$ cat config.mk
export PLATFORM = sky130hd
export DESIGN_NAME = if_id_stage_flat
export DESIGN_NICKNAME = d
export VERILOG_FILES = /design/src/rtl/mips_pkg.sv /design/src/rtl/if_id_stage_if.sv /design/src/rtl/if_id_reg.sv /design/src/rtl/if_id_stage.sv /design/src/flat_wrapper.sv
export SDC_FILE = /design/constraint.sdc
export NUM_CORES = 1
export LEC_CHECK = 0
export CAP_MARGIN = 25
export CORE_ASPECT_RATIO = 0.6
export CORE_UTILIZATION = 46
export DETAILED_ROUTE_END_ITERATION = 6
export PLACE_DENSITY = 0.88
export SETUP_SLACK_MARGIN = 0.05
export SYNTH_ARGS = -nofsm -noshare
export SYNTH_HDL_FRONTEND = slang
export SYNTH_SLANG_ARGS = --single-unit
$ cat constraint.sdc
create_clock -name clk_i -period 2.3 [get_ports clk_i]
set_input_delay 0.345 -clock clk_i [delete_from_list [all_inputs] [get_ports clk_i]]
set_output_delay 0.345 -clock clk_i [all_outputs]
set_load 0.05 [all_outputs]
$ cat src/rtl/mips_pkg.sv
// Constants shared by the MIPS core: opcodes, bubble encoding, reset PC and
// the fetch stage's next-PC selection.
package mips_pkg;

  localparam int          OP_WIDTH  = 6;
  localparam logic [31:0] NOP_INSTR = 32'h0000_0000;
  localparam logic [31:0] RESET_PC  = 32'h0000_0000;

  localparam logic [OP_WIDTH-1:0] OP_RTYPE = 6'h00;
  localparam logic [OP_WIDTH-1:0] OP_J     = 6'h02;
  localparam logic [OP_WIDTH-1:0] OP_BEQ   = 6'h04;
  localparam logic [OP_WIDTH-1:0] OP_ADDI  = 6'h08;
  localparam logic [OP_WIDTH-1:0] OP_LW    = 6'h23;
  localparam logic [OP_WIDTH-1:0] OP_SW    = 6'h2b;

  typedef enum logic [1:0] {
    PC_SEL_SEQ,
    PC_SEL_HOLD,
    PC_SEL_JUMP,
    PC_SEL_BRANCH
  } pc_sel_e;

endpackage

$ cat src/rtl/if_id_stage_if.sv
// Bus between the fetch/IF-ID stage and its surroundings (hazard unit, ID
// redirect logic, instruction memory, decode). The stage is the slave side.
interface if_id_stage_if #(
  parameter int PC_WIDTH    = 32,
  parameter int INSTR_WIDTH = 32,
  parameter int CNT_WIDTH   = 16
);
  import mips_pkg::*;

  logic                   stall_i;
  logic                   jump_i;
  logic                   branch_taken_i;
  logic [PC_WIDTH-1:0]    jump_target_i;
  logic [PC_WIDTH-1:0]    branch_target_i;
  logic [INSTR_WIDTH-1:0] instr_i;
  logic [PC_WIDTH-1:0]    pc_o;
  logic [PC_WIDTH-1:0]    if_id_pc4_o;
  logic [INSTR_WIDTH-1:0] if_id_instr_o;
  logic                   if_id_valid_o;
  logic [OP_WIDTH-1:0]    op_o;
  logic [CNT_WIDTH-1:0]   stall_cnt_o;
  logic [CNT_WIDTH-1:0]   flush_cnt_o;

  modport master (
    output stall_i, jump_i, branch_taken_i, jump_target_i, branch_target_i, instr_i,
    input  pc_o, if_id_pc4_o, if_id_instr_o, if_id_valid_o, op_o, stall_cnt_o, flush_cnt_o
  );

  modport slave (
    input  stall_i, jump_i, branch_taken_i, jump_target_i, branch_target_i, instr_i,
    output pc_o, if_id_pc4_o, if_id_instr_o, if_id_valid_o, op_o, stall_cnt_o, flush_cnt_o
  );

endinterface

$ cat src/rtl/if_id_reg.sv
// IF/ID pipeline register: holds on stall, clears to a bubble on flush,
// otherwise captures the freshly fetched instruction and its PC+4.
module if_id_reg #(
  parameter int PC_WIDTH    = 32,
  parameter int INSTR_WIDTH = 32
) (
  input  logic                   clk_i,
  input  logic                   rst_i,
  input  logic                   hold_i,
  input  logic                   flush_i,
  input  logic [PC_WIDTH-1:0]    pc4_i,
  input  logic [INSTR_WIDTH-1:0] instr_i,
  output logic [PC_WIDTH-1:0]    pc4_o,
  output logic [INSTR_WIDTH-1:0] instr_o,
  output logic                   valid_o
);
  import mips_pkg::*;

  logic [PC_WIDTH-1:0]    r_pc4;
  logic [INSTR_WIDTH-1:0] r_instr;
  logic                   r_valid;

  // NOTE: state is written with <= so every register samples pre-edge values,
  // independent of block ordering.
  always_ff @(posedge clk_i or negedge rst_i) begin
    if (!rst_i) begin
      r_pc4   <= '0;
      r_instr <= INSTR_WIDTH'(NOP_INSTR);
      r_valid <= 1'b0;
    end else if (!hold_i) begin
      if (flush_i) begin
        r_pc4   <= '0;
        r_instr <= INSTR_WIDTH'(NOP_INSTR);
        r_valid <= 1'b0;
      end else begin
        r_pc4   <= pc4_i;
        r_instr <= instr_i;
        r_valid <= 1'b1;
      end
    end
  end

  assign pc4_o   = r_pc4;
  assign instr_o = r_instr;
  assign valid_o = r_valid;

endmodule

$ cat src/rtl/if_id_stage.sv
// Fetch stage of the 5-stage MIPS core: PC register and next-PC mux with
// stall/redirect priority, IF/ID register, and saturating event counters.
module if_id_stage #(
  parameter int                PC_WIDTH    = 32,
  parameter int                INSTR_WIDTH = 32,
  parameter logic [PC_WIDTH-1:0] RESET_PC  = mips_pkg::RESET_PC,
  parameter int                CNT_WIDTH   = 16
) (
  input  logic        clk_i,
  input  logic        rst_i,
  if_id_stage_if.slave bus
);
  import mips_pkg::*;

  localparam logic [PC_WIDTH-1:0] PC_STEP    = PC_WIDTH'(4);
  localparam logic [PC_WIDTH-1:0] ALIGN_MASK = ~PC_WIDTH'(3);
  localparam logic [PC_WIDTH-1:0] RESET_PC_A = RESET_PC & ALIGN_MASK;

  logic [PC_WIDTH-1:0]    r_pc;
  logic [CNT_WIDTH-1:0]   r_stall_cnt;
  logic [CNT_WIDTH-1:0]   r_flush_cnt;
  pc_sel_e                w_sel;
  logic [PC_WIDTH-1:0]    w_pc4;
  logic [PC_WIDTH-1:0]    w_pc_next;
  logic                   w_hold;
  logic                   w_flush;
  logic [PC_WIDTH-1:0]    w_if_id_pc4;
  logic [INSTR_WIDTH-1:0] w_if_id_instr;
  logic                   w_if_id_valid;

  // NOTE: every signal driven from always_comb gets a default first, so no
  // path leaves it unassigned and no latch is inferred.
  always_comb begin
    w_sel = PC_SEL_SEQ;
    if (bus.stall_i)             w_sel = PC_SEL_HOLD;
    else if (bus.jump_i)         w_sel = PC_SEL_JUMP;
    else if (bus.branch_taken_i) w_sel = PC_SEL_BRANCH;
  end

  // PC+4 wraps modulo 2^PC_WIDTH; redirect targets are word-aligned here.
  assign w_pc4 = r_pc + PC_STEP;

  always_comb begin
    w_pc_next = w_pc4;
    unique case (w_sel)
      PC_SEL_HOLD:   w_pc_next = r_pc;
      PC_SEL_JUMP:   w_pc_next = bus.jump_target_i & ALIGN_MASK;
      PC_SEL_BRANCH: w_pc_next = bus.branch_target_i & ALIGN_MASK;
      default:       w_pc_next = w_pc4;
    endcase
  end

  assign w_hold  = (w_sel == PC_SEL_HOLD);
  assign w_flush = (w_sel == PC_SEL_JUMP) || (w_sel == PC_SEL_BRANCH);

  always_ff @(posedge clk_i or negedge rst_i) begin
    if (!rst_i) begin
      r_pc        <= RESET_PC_A;
      r_stall_cnt <= '0;
      r_flush_cnt <= '0;
    end else begin
      r_pc <= w_pc_next;
      if (w_hold && !(&r_stall_cnt))  r_stall_cnt <= r_stall_cnt + CNT_WIDTH'(1);
      if (w_flush && !(&r_flush_cnt)) r_flush_cnt <= r_flush_cnt + CNT_WIDTH'(1);
    end
  end

  if_id_reg #(
    .PC_WIDTH    (PC_WIDTH),
    .INSTR_WIDTH (INSTR_WIDTH)
  ) u_if_id_reg (
    .clk_i   (clk_i),
    .rst_i   (rst_i),
    .hold_i  (w_hold),
    .flush_i (w_flush),
    .pc4_i   (w_pc4),
    .instr_i (bus.instr_i),
    .pc4_o   (w_if_id_pc4),
    .instr_o (w_if_id_instr),
    .valid_o (w_if_id_valid)
  );

  assign bus.pc_o          = r_pc;
  assign bus.if_id_pc4_o   = w_if_id_pc4;
  assign bus.if_id_instr_o = w_if_id_instr;
  assign bus.if_id_valid_o = w_if_id_valid;
  assign bus.op_o          = w_if_id_instr[INSTR_WIDTH-1 -: OP_WIDTH];
  assign bus.stall_cnt_o   = r_stall_cnt;
  assign bus.flush_cnt_o   = r_flush_cnt;

endmodule
$ cat src/flat_wrapper.sv
// flat-port wrapper written by rule: the top's interface ports become plain ports
module if_id_stage_flat import mips_pkg::*;
#(
  parameter int                PC_WIDTH    = 32,
  parameter int                INSTR_WIDTH = 32,
  parameter logic [PC_WIDTH-1:0] RESET_PC  = mips_pkg::RESET_PC,
  parameter int                CNT_WIDTH   = 16
)
  (clk_i, rst_i, bus_stall_i, bus_jump_i, bus_branch_taken_i, bus_jump_target_i, bus_branch_target_i, bus_instr_i, bus_pc_o, bus_if_id_pc4_o, bus_if_id_instr_o, bus_if_id_valid_o, bus_op_o, bus_stall_cnt_o, bus_flush_cnt_o);
  if_id_stage_if #(.PC_WIDTH(PC_WIDTH), .INSTR_WIDTH(INSTR_WIDTH), .CNT_WIDTH(CNT_WIDTH)) bus_i ();
  input  logic clk_i;
  input  logic rst_i;
  input wire logic [$bits(bus_i.stall_i)-1:0] bus_stall_i;
  input wire logic [$bits(bus_i.jump_i)-1:0] bus_jump_i;
  input wire logic [$bits(bus_i.branch_taken_i)-1:0] bus_branch_taken_i;
  input wire logic [$bits(bus_i.jump_target_i)-1:0] bus_jump_target_i;
  input wire logic [$bits(bus_i.branch_target_i)-1:0] bus_branch_target_i;
  input wire logic [$bits(bus_i.instr_i)-1:0] bus_instr_i;
  output wire logic [$bits(bus_i.pc_o)-1:0] bus_pc_o;
  output wire logic [$bits(bus_i.if_id_pc4_o)-1:0] bus_if_id_pc4_o;
  output wire logic [$bits(bus_i.if_id_instr_o)-1:0] bus_if_id_instr_o;
  output wire logic [$bits(bus_i.if_id_valid_o)-1:0] bus_if_id_valid_o;
  output wire logic [$bits(bus_i.op_o)-1:0] bus_op_o;
  output wire logic [$bits(bus_i.stall_cnt_o)-1:0] bus_stall_cnt_o;
  output wire logic [$bits(bus_i.flush_cnt_o)-1:0] bus_flush_cnt_o;
  assign bus_i.stall_i = bus_stall_i;
  assign bus_i.jump_i = bus_jump_i;
  assign bus_i.branch_taken_i = bus_branch_taken_i;
  assign bus_i.jump_target_i = bus_jump_target_i;
  assign bus_i.branch_target_i = bus_branch_target_i;
  assign bus_i.instr_i = bus_instr_i;
  assign bus_pc_o = bus_i.pc_o;
  assign bus_if_id_pc4_o = bus_i.if_id_pc4_o;
  assign bus_if_id_instr_o = bus_i.if_id_instr_o;
  assign bus_if_id_valid_o = bus_i.if_id_valid_o;
  assign bus_op_o = bus_i.op_o;
  assign bus_stall_cnt_o = bus_i.stall_cnt_o;
  assign bus_flush_cnt_o = bus_i.flush_cnt_o;
  if_id_stage #(.PC_WIDTH(PC_WIDTH), .INSTR_WIDTH(INSTR_WIDTH), .RESET_PC(RESET_PC), .CNT_WIDTH(CNT_WIDTH)) u_core (.clk_i(clk_i), .rst_i(rst_i), .bus(bus_i));
endmodule
-- Yosys cells after proc, flatten, opt, wreduce, memory -nomap -nowiden
Cells that the tools add are included.
- register bits after elaboration: 129
- add/sub/neg operators: 3
- mux-type cells: 7
- reduce and logical (&&, ||, !) cells: 7
- equality and inequality tests: 3
- operator list (kind ; number):
    32-bit one-hot mux with 3 select lines ; 1
    32-bit 2-to-1 mux ; 2
    16-bit by 1-bit adder with 16-bit output, second input constant ; 2
    32-bit by 3-bit adder with 32-bit output, second input constant ; 1
    16-bit AND reduction ; 2
    2-bit 2-to-1 mux ; 3
    2-bit equality test, second input constant ; 2
    2-bit by 1-bit equality test with 1-bit output, second input constant ; 1
    1-bit logical AND ; 2
    1-bit zero test ; 2
    1-bit logical OR ; 1
    1-bit 2-to-1 mux ; 1

-- Longest topological paths before layout
- depth after elaboration: 6
- depth in mapped cells: 7

-- By module
From an unflattened synthesis, not the netlist that was laid out.
- cell total of the unflattened synthesis: 759
- area total of the unflattened synthesis: 6944.2 um2
- by module, submodules not included (module ; area each (um2) ; times used ; cells an instance):
    if_id_stage ; 4235.3 ; 1 ; 481
    if_id_reg ; 2708.8 ; 1 ; 278

-- Least setup slack after synthesis
OpenSTA, ideal clock, no wires.
- path kind: register to register
- start point: register u_core.r_pc[2], in the netlist u_core.bus.pc_o[2]
- end point: register u_core.r_pc[26], in the netlist u_core.bus.pc_o[26]
- setup time: 0.144 ns
- buffers on the path: 1
- path slack: -0.116 ns
- data arrival time: 2.272 ns
- cell stages (with the launch flop): 7
- clock period less this slack: 2.416 ns
- cell sequence: dfrtp_1 -> ha_1 -> nand3_1 -> or4_4 -> buf_6 -> o311ai_0 -> o2111ai_1
- word-level cells in the longest chain between the ends: 2
- ends and longest elaborated chain (item ; RTL line ; RTL):
    from (decl) ; if_id_stage.sv:19 ; logic [PC_WIDTH-1:0] r_pc;
    from (signal assigned) ; if_id_stage.sv:62 ; r_pc <= w_pc_next;
    32-bit by 3-bit adder with 32-bit output ; if_id_stage.sv:41 ; assign w_pc4 = r_pc + PC_STEP;
    32-bit one-hot mux with 3 select lines ; if_id_stage.sv:45 ; unique case (w_sel)
No other way between the ends.
A chain may end at the register's enable or synchronous reset.

-- Final worst setup path
- start point: register u_core.r_pc[10], in the netlist u_core.bus.pc_o[10]
- end point: output bus_pc_o[10]
- RTL lines (item ; RTL line ; RTL):
    to (decl) ; flat_wrapper.sv:19 ; output wire logic [$bits(bus_i.pc_o)-1:0] bus_pc_o;
No word-level cell between the ends.

==> results.cfg <==
[timing]
slew_viol_final = 0
setup_viol = 0
rsz0062_at_grt = false
skew_ns = 0.0120
fin_crit_ns = 2.17
period_share_pct = 94.5
worst_slew_pin_slew_ns = 0.641
setup_tns_ns = 0
fmax_mhz = 460
slew_headroom_pct = 56.9
finalHoldViolations = 0

[cells_and_area]
fill_cells = 1027
fin_area_um2 = 9900
fin_nets = 1066
instances_no_fill = 1168
area_growth_syn_to_layout_pct = 47.6
drive_gt1_share_pct = 10.2

[yosys]
yosys-top-cells-count = nand2_1, dfrtp_1, o21ai_0
ys_ff_latch = 125
yosysMostFrequentCell = nand2_1
ys_types = 62
synth_area_leaders = dfrtp_1, nand2_1, xor2_1
async_flop_share_pct = 100
synth_top_area_cell = dfrtp_1
ys_warn_count = 0
synth_ff_type = dfrtp_1
synth_edf_count = 0
syn_area_um2 = 6710
synth_top_area_share_pct = 46.6
seq_area_frac_synth_pct = 46.6
netlist_instances = 737
syn_area_per_cell_um2 = 9.11

[die]
design.die.area_um2 = 15100
die_h_um = 95.6
die_x_um = 158
start_util_pct = 48.1
core_area_um2 = 14000
io_pins = 236
rows = 33

[global_routing]
grt_pass1_wl_um = 34000
grt_max_degree = 72
gr-total-overflow = 0
use_met2_pct = 43.3
antenna_found_initial = 1
met1_usage_pct = 41.8
top_usage_layer = met2
grt_pass1_vias = 6288
grt_usage_pct = 29.8
grt_util_met3_pct = 10.9

[drt]
drt-initial-drc-count = 530
drc = 0
routedWlPerCell_um = 18.9
wl_um = 22000
dr.pass1.iters = 5
num_vias = 6725
final_antenna_net_count = 0
vias_per_cell = 5.76

[worst_setup_path]
worstPathCellList = buf_4 -> clkdlybuf4s50_1
critPathKind = flop to output port
end_kind = output port
required_ns = 1.96
cp-start-kind = flop
path_max_fanout = 6
cp.arrival_ns = 1.83
cp.buffers_inverters = 2
cp_top_family = buffers and inverters
slowest_stage = clkdlybuf4s50_1
critical-path-max-stage-delay_ns = 0.84

[run_status]
status = complete, no violations

[clock_tree]
cts_tree = yes
clk_pin_slew_worst_paths_ns = 0.06
htreeDepth = 4
cts_setup_buffers = 0
numClockSinks = 125
cts_buffer_depth = 2
cts_root_buf = clkbuf_16
numCtsBuffers = 17
insertion_delay_ns = 0.41

[placement]
placed_cells = 1134
io_buffer_count = 227
post-dp-hpwl_um = 16000
placed_cell_area_um2 = 9290
place_congestion = 0.928

[worst_hold_path]
min-delay-path-class = input port to flop

[power_and_ir_drop]
ir_drop_mv = 0.659
power.density_nw_per_um2 = 825
p_leak_nw = 4.12

[run]
drv_cap = 0
## flip-flops by register name, indices dropped and copies added (netlist names)
name / count
u_core.bus.flush_cnt_o: 16
u_core.bus.pc_o: 30
u_core.bus.stall_cnt_o: 16
u_core.u_if_id_reg.instr_o: 32
u_core.u_if_id_reg.pc4_o: 30
u_core.u_if_id_reg.valid_o: 1
## kinds of logic after synthesis
group	synth area share (%)
other	0.0559
muxes	0.783
AOI/OAI and AO/OA	18.9
DFF	46.6
buffers and inverters	5.42
adders and majority gates	0.559
xor gates and xnor gates	5.09
and+or+nand+nor	22.6
## final timing paths
path | from | endpoint | slack [ns] | cells after the start
worst max-delay path | u_core.bus.pc_o[10] | bus_pc_o[10] | 0.13 | 2
worst min-delay path | bus_stall_i | u_core.u_if_id_reg.pc4_o[24] | 0.33 | 3
worst max register to register | u_core.bus.pc_o[2] | u_core.bus.pc_o[26] | 0.19 | 5
worst min register to register | u_core.u_if_id_reg.valid_o | u_core.u_if_id_reg.valid_o | 0.48 | 1
max in group asynchronous | rst_i | u_core.u_if_id_reg.instr_o[13] | 1.44 | 3
min in group asynchronous | rst_i | u_core.u_if_id_reg.pc4_o[11] | 0.48 | 3
## stage by stage
stage	power, mW	setup slack [ns]	hold WS [ns]	utilization [%]
CTS	8.18	0.119	0.317	70.9
global placement	5.42	0.0976	0.384	66.6
detailed placement	5.47	0.00714	0.384	66.6
finish	8.17	0.127	0.329	71.0
floorplan	4.37	0.0539	0.0494	-
global route	8.50	0.0782	0.382	71.0
## layout by cell type, fill, tap and decap left out, drive strengths merged, types with 9 or more instances in the layout
| cell | Yosys | final |
|---|---|---|
| a21oi | 26 | 26 |
| a22oi | 19 | 19 |
| and3 | 11 | 11 |
| and4 | 9 | 9 |
| buf | 25 | 47 |
| clkbuf | 45 | 18 |
| clkdlybuf4s50 | 0 | 224 |
| dfrtp | 125 | 125 |
| inv | 10 | 16 |
| nand2 | 132 | 132 |
| nand3 | 35 | 35 |
| nand4 | 26 | 26 |
| nor2 | 19 | 19 |
| nor3 | 24 | 24 |
| nor4 | 9 | 9 |
| o2111ai | 21 | 21 |
| o21ai | 47 | 47 |
| o31ai | 11 | 11 |
| or3 | 9 | 9 |
| xnor2 | 12 | 12 |
| xor2 | 27 | 27 |
## metal layers
| layer | up-vias | wire length [µm] |
|---|---|---|
| met2 | 357 | 9500 |
| met4 | 0 | 272 |
| met3 | 27 | 2540 |
| met1 | 3182 | 9730 |
| met5 | - | 0 |
| li1 | 3159 | - |
## area by class of cell
type | instances | area (µm²) | area share (%)
multi-input cells | 535 | 3240 | 32.7
flip-flops and latches | 125 | 3130 | 31.6
repair buffers | 273 | 2660 | 26.8
clock buffers | 18 | 439 | 4.43
well taps | 192 | 240 | 2.43
clock inverters | 14 | 156 | 1.58
inverters | 10 | 37.5 | 0.379
diodes | 1 | 2.50 | 0.0253
## tightest hold or removal path, stage by stage
cell and delay, ns:
buf_4 0.20, nand2_1 0.08, nand3_1 0.05
## repair_timing
item	4_1_cts	5_1_grt
setup endpoints to repair	0	1
hold buffers	1	0
hold endpoints to repair	86	0
gates resized for setup	0	1
## report_power, final
group	leakage, nW	internal [mW]	switching (mW)	total (mW)
Sequential	1.63	2.47	0.375	2.85
Combinational	2.21	0.953	1.66	2.61
Clock	0.281	1.65	1.07	2.71
Total	4.12	5.07	3.10	8.17
Power figures use the tool's default switching activity.
==> edit 1: new RTL, config.mk and constraints unchanged <==
`CNT_WIDTH` is set to 16 in 3 places; all go to 12.
--- a/src/rtl/if_id_stage_if.sv
+++ b/src/rtl/if_id_stage_if.sv
@@ -5,3 +5,3 @@
   parameter int INSTR_WIDTH = 32,
-  parameter int CNT_WIDTH   = 16
+  parameter int CNT_WIDTH   = 12
 );
--- a/src/rtl/if_id_stage.sv
+++ b/src/rtl/if_id_stage.sv
@@ -6,3 +6,3 @@
   parameter logic [PC_WIDTH-1:0] RESET_PC  = mips_pkg::RESET_PC,
-  parameter int                CNT_WIDTH   = 16
+  parameter int                CNT_WIDTH   = 12
 ) (
--- a/src/flat_wrapper.sv
+++ b/src/flat_wrapper.sv
@@ -6,3 +6,3 @@
   parameter logic [PC_WIDTH-1:0] RESET_PC  = mips_pkg::RESET_PC,
-  parameter int                CNT_WIDTH   = 16
+  parameter int                CNT_WIDTH   = 12
 )
Ports: changed (resized bus_flush_cnt_o and bus_stall_cnt_o); port bits go from 236 to 228. The function was not compared with the original's and may differ.
==> edit 1 against the unedited design <==
The run now ends with design-rule violations left; routed wire length shrank 7.9%; via count shrank 4.7%; setup slack lost 19 ps; final area shrank 5.5%; sequential cell count shrank 8; synthesized area shrank 6.0%; total power grew 1.3%.
==> edit 1: results (changes against the unedited design) <==
* Layout cells sized above 1 at 0.0970 (-0.00452)
* Worst path arrival time at 1850 ps (+20 ps)
* Most numerous cell types in the synthesized netlist: 129 x nand2_1, 117 x dfrtp_1, 50 x o21ai_0
* Detailed Place HPWL at 14.3 mm (-10%)
* Global-route usage over all layers at 0.297 (-0.00127)
* Slack of the worst reg-to-reg path at 220 ps (+30 ps)
* Switching pwr at 2.97 mW (-4.4%)
* Maximum fanout along the worst path at 7 (+1)
* Vias/cell at 5.95 (+3.3%)
* Crit Reg-Reg Startpoint: u_core.bus.pc_o[17]$_DFFE_PN0N_
* First-pass iteration count of the detailed router at 7 (+2)
* Root buffer selected by CTS: clkbuf_16
* Max stage delay cell, worst path: clkdlybuf4s50_1
* Outcome: finished, violations left
* End of the worst hold path: u_core.u_if_id_reg.instr_o[22]$_DFFE_PN0N_
* Antenna violations before repair at 1 (unchanged)
* Yosys warnings at 0 (unchanged)
* Count of unique library cells instantiated by Yosys at 68 (+9.7%)
* Share of synthesized area occupied by flip-flops and latches at 0.464 (-0.00215)
* Antenna diode instance count at 0 (-1)
* Placed cell areas at 0.00866 mm^2 (-6.8%)
* Worst ir drop on vdd at 0.000870 V (+32%)
* Port bufs at 219 (-3.5%)
* Critical register-to-register path endpoint: u_core.bus.pc_o[22]$_DFFE_PN0N_
* Number of buffers created by CTS at 17 (unchanged)
* Cell types occupying the most area after synthesis: dfrtp_1 46%, nand2_1 7.7%, o21ai_0 4.0%
* Critical path startpoint: u_core.bus.pc_o[15]$_DFFE_PN0N_
* FF-to-FF path depth at 4 (-1)
* CTS max path bufs at 2 (unchanged)
* Relative slew margins at 0.582 (+0.0137)
* Final nets at 998 (-6.4%)
* Via count of the first global-routing pass at 6,198 (-1.4%)
* DRC violation count after routing at 5 (+5)
* Wirelength, routed at 20.3 mm (-7.9%)
* Kind of cell adding the most delay to the critical path: buffers and inverters
* Pin count of the biggest net entering global routing at 43 (-40%)
* Peak per-stage delay on the critical path at 810 ps (-30 ps)
* Class of the most critical hold timing path: input pin to flop
* Max Clock Skew at 9.15 ps (-2.81 ps)
* Violations in the final reports: design-rule violations
* Worst hold path depth at 3 (unchanged)
* Routability-driven placement congestion ratio at 0.918 (-1.0%)
* Wire length of the first global-routing pass at 32.8 mm (-3.5%)
* Lkg Pwr at 3.82 nW (-7.3%)
* Number of DRC violations after detailed-routing iteration 0 at 611 (+15%)
[edit 1: changes by cell type after synthesis, sizes merged, moves of 7 or more]
cell	unedited run	this run
xor2	27	2
a21oi	26	15
and3	11	20
clkbuf	45	29
dfrtp	125	117
buf	25	35
xnor2	12	19
[edit 1: area by class of cell]
| class | instances | area [um^2] |
|---|---|---|
| Clock inverter | 13 | 229 |
| Timing Repair Buffer | 251 | 2480 |
| Tap cell | 170 | 213 |
| Multi-Input combinational cell | 500 | 3030 |
| Clock buffer | 19 | 443 |
| Fill cell | 986 | 3740 |
| Sequential cell | 117 | 2930 |
| Inverter | 7 | 26.3 |
[edit 1: per-stage QoR]
| stage | instances | worst slack [ps] | hold WS, ps |
|---|---|---|---|
| after CTS | 1077 | 107 | 355 |
| after global placement | 1044 | 173 | 363 |
| after global routing | 1077 | 50.9 | 392 |
| after floorplan | 688 | 65.0 | 49.4 |
| after detailed placement | 1044 | 82.0 | 370 |
| final | 1077 | 108 | 356 |
[edit 1: logic make-up (layout without fill, tap and decap cells)]
logic type / Yosys count / after routing / synth area share
fa+ha+maj: 3 / 3 / 0.00595
xor+xnor: 21 / 21 / 0.0291
buf+inv: 71 / 290 / 0.0601
compound gates: 166 / 166 / 0.185
simple gates: 299 / 299 / 0.243
flops: 117 / 117 / 0.464
other cells: 1 / 4 / 0.000594
mux: 7 / 7 / 0.0119
[edit 1: worst max-delay path by stage]
| stage | to | slack, ps | depth (start not counted) |
|---|---|---|---|
| finish | bus_pc_o[15] | 110 | 2 |
| global route | bus_pc_o[15] | 50 | 2 |
| CTS | bus_pc_o[23] | 110 | 1 |
| detailed placement | u_core.bus.flush_cnt_o[7]$_DFFE_PN0P_ | 80 | 7 |
| global placement | u_core.bus.flush_cnt_o[7]$_DFFE_PN0P_ | 170 | 7 |
| floorplan | u_core.bus.pc_o[22]$_DFFE_PN0N_ | 70 | 6 |
[edit 1: power groups by stage]
stage	Combinational (mW)	Clock, mW	Sequential [mW]
detailed placement	2.50	0	2.72
global placement	2.46	0	2.71
CTS	2.52	3.06	2.71
global route	2.64	3.18	2.77
finish	2.52	3.04	2.72
floorplan	0.672	0	3.55
[edit 1: what timing repair did]
action	4_1_cts	5_1_grt
hold buffers	1	0
gates resized for setup	0	3
endpoints found under the setup margin	0	4
hold endpoints to repair	37	0
[edit 1: layer usage]
metal / global-route usage / part of all wire / vias to the layer above
li1: - / - / 2949
met1: 0.415 / 0.44 / 3080
met2: 0.429 / 0.43 / 341
met3: 0.0922 / 0.11 / 38
met4: 0.114 / 0.019 / 0
met5: 0 / 0 / -
[edit 1: worst min-delay path: stages]
cell	delay (ps)
buf_4	220
nand2_1	80
o21ai_0	70
==> edit 2: new RTL, same flow settings <==
Without the edit above. Reset style: synchronous (`rst_i`), changed in 2 clocked blocks.
--- a/src/rtl/if_id_reg.sv
+++ b/src/rtl/if_id_reg.sv
@@ -24,3 +24,3 @@
   // independent of block ordering.
-  always_ff @(posedge clk_i or negedge rst_i) begin
+  always_ff @(posedge clk_i) begin
     if (!rst_i) begin
--- a/src/rtl/if_id_stage.sv
+++ b/src/rtl/if_id_stage.sv
@@ -55,3 +55,3 @@
 
-  always_ff @(posedge clk_i or negedge rst_i) begin
+  always_ff @(posedge clk_i) begin
     if (!rst_i) begin
Check against the original RTL: differs if rst_i is asserted again (counterexample within 4 cycles, from zero or initial values and one cycle with rst_i low); with rst_i held inactive, the same outputs for 10 cycles.
==> edit 2 against the unedited design <==
The flow now finishes with violations (design-rule violations); global-route usage is 0.59 points higher; routed wire length is 4.7% lower; hold slack better by 18 ps; synthesized area is 7.4% lower; final area is 5.4% lower; sequential cell count stayed put; first-iteration DRC count is 6.8% higher; via count is 0.52% lower; setup slack worse by 27 ps.
Power is not compared: it rests on default switching activity, and its combinational part moved more than twofold at a synthesized area within 25%.
==> edit 2: results (changes against the unedited design) <==
* Outcome: finished, violations left
* Violations in the final reports: design-rule violations
* Maximum fanout along the worst path at 9 (+3)
* Vias at 6,690 (-0.52%)
* Antenna diode instance count at 0 (-1)
* Pre-CTS setup slack at -35.7 ps (-42.8 ps)
* Critical path startpoint: u_core.bus.pc_o[21]$_SDFFE_PN0N_
* Most numerous cell types in the synthesized netlist: 125 x dfxtp_1, 88 x nand2_1, 75 x nor2_1
* First-pass iteration count of the detailed router at 7 (+2)
* DRC violation count after routing at 28 (+28)
* Transition time at the pin with the least slew margin at 556 ps (-85.3 ps)
* Post-synthesis async set-or-reset flop share at 0 (-1.00)
* Synthesized area per cell at 8.01 um^2 (-12%)
* Routability-driven placement congestion ratio at 0.942 (+1.6%)
* Peak per-stage delay on the critical path at 880 ps (+40 ps)
* Share of synthesized area occupied by flip-flops and latches at 0.402 (-0.0636)
* Wire length of the first global-routing pass at 33.4 mm (-1.7%)
* Antenna violations before repair at 0 (-1)
* End of the worst hold path: u_core.u_if_id_reg.valid_o$_SDFFE_PN0N_
* Count of unique library cells instantiated by Yosys at 68 (+9.7%)
* Max Clock Skew at 9.77 ps (-2.18 ps)
* Worst path arrival time at 1850 ps (+20 ps)
* Final Worst Setup Slack at 100 ps (-26.5 ps)
* Via count of the first global-routing pass at 6,207 (-1.3%)
* Global-route usage over all layers at 0.304 (+0.00594)
* Pin count of the biggest net entering global routing at 89 (+24%)
* Critical register-to-register path endpoint: u_core.u_if_id_reg.pc4_o[21]$_SDFFE_PN0N_
edit 2: routing by layer:
layer / up-vias / global-route usage / part of all wire
met3: 28 / 0.109 / 0.10
met4: 0 / 0.0697 / 0.011
met5: - / 0 / 0
met1: 3122 / 0.398 / 0.44
li1: 3207 / - / -
met2: 333 / 0.479 / 0.45
edit 2: final cells by class:
type	instances	share of cell area
inverter	10	0.00401
clock inverter	14	0.0143
sequential	125	0.267
multi-input combinational	570	0.359
tap	170	0.0227
clock buffer	18	0.0469
timing repair buffer	272	0.285
edit 2: logic make-up (layout without fill, tap and decap cells):
logic type | count (synthesis) | after routing | synth area share
buffers and inverters | 84 | 314 | 0.0598
other | 1 | 4 | 0.000603
AOI/OAI and AO/OA | 166 | 166 | 0.168
xor gates and xnor gates | 50 | 50 | 0.0704
muxes | 10 | 10 | 0.0163
DFF | 125 | 125 | 0.402
and+or+nand+nor | 337 | 337 | 0.277
adders and majority gates | 3 | 3 | 0.00604
edit 2: worst min-delay path, cell delays in order:
cell and delay (ps):
buf_4 210, a21oi_1 100, nor2_1 70
edit 2: per-stage QoR:
step | cell area [um^2] | power [mW] | setup TNS, ps
detailed placement | 8790 | 3.33 | -35.7
floorplan | 6230 | 2.89 | 0
global route | 9370 | 6.11 | 0
finish | 9370 | 5.92 | 0
CTS | 9360 | 5.93 | 0
global placement | 8790 | 3.32 | -22.3
edit 2: timing repair:
| action | 4_1_cts | 5_1_grt |
|---|---|---|
| gates resized for setup | 0 | 1 |
| hold buffers | 0 | 0 |
| endpoints found under the setup margin | 0 | 1 |
edit 2: power by group through the flow:
stage               logic [mW]  clock network [mW]  registers [mW]
floorplan                0.330                   0            2.56
global placement         0.966                   0            2.35
detailed placement       0.976                   0            2.35
CTS                      0.982                2.64            2.31
global route              1.04                2.75            2.32
finish                   0.985                2.63            2.31
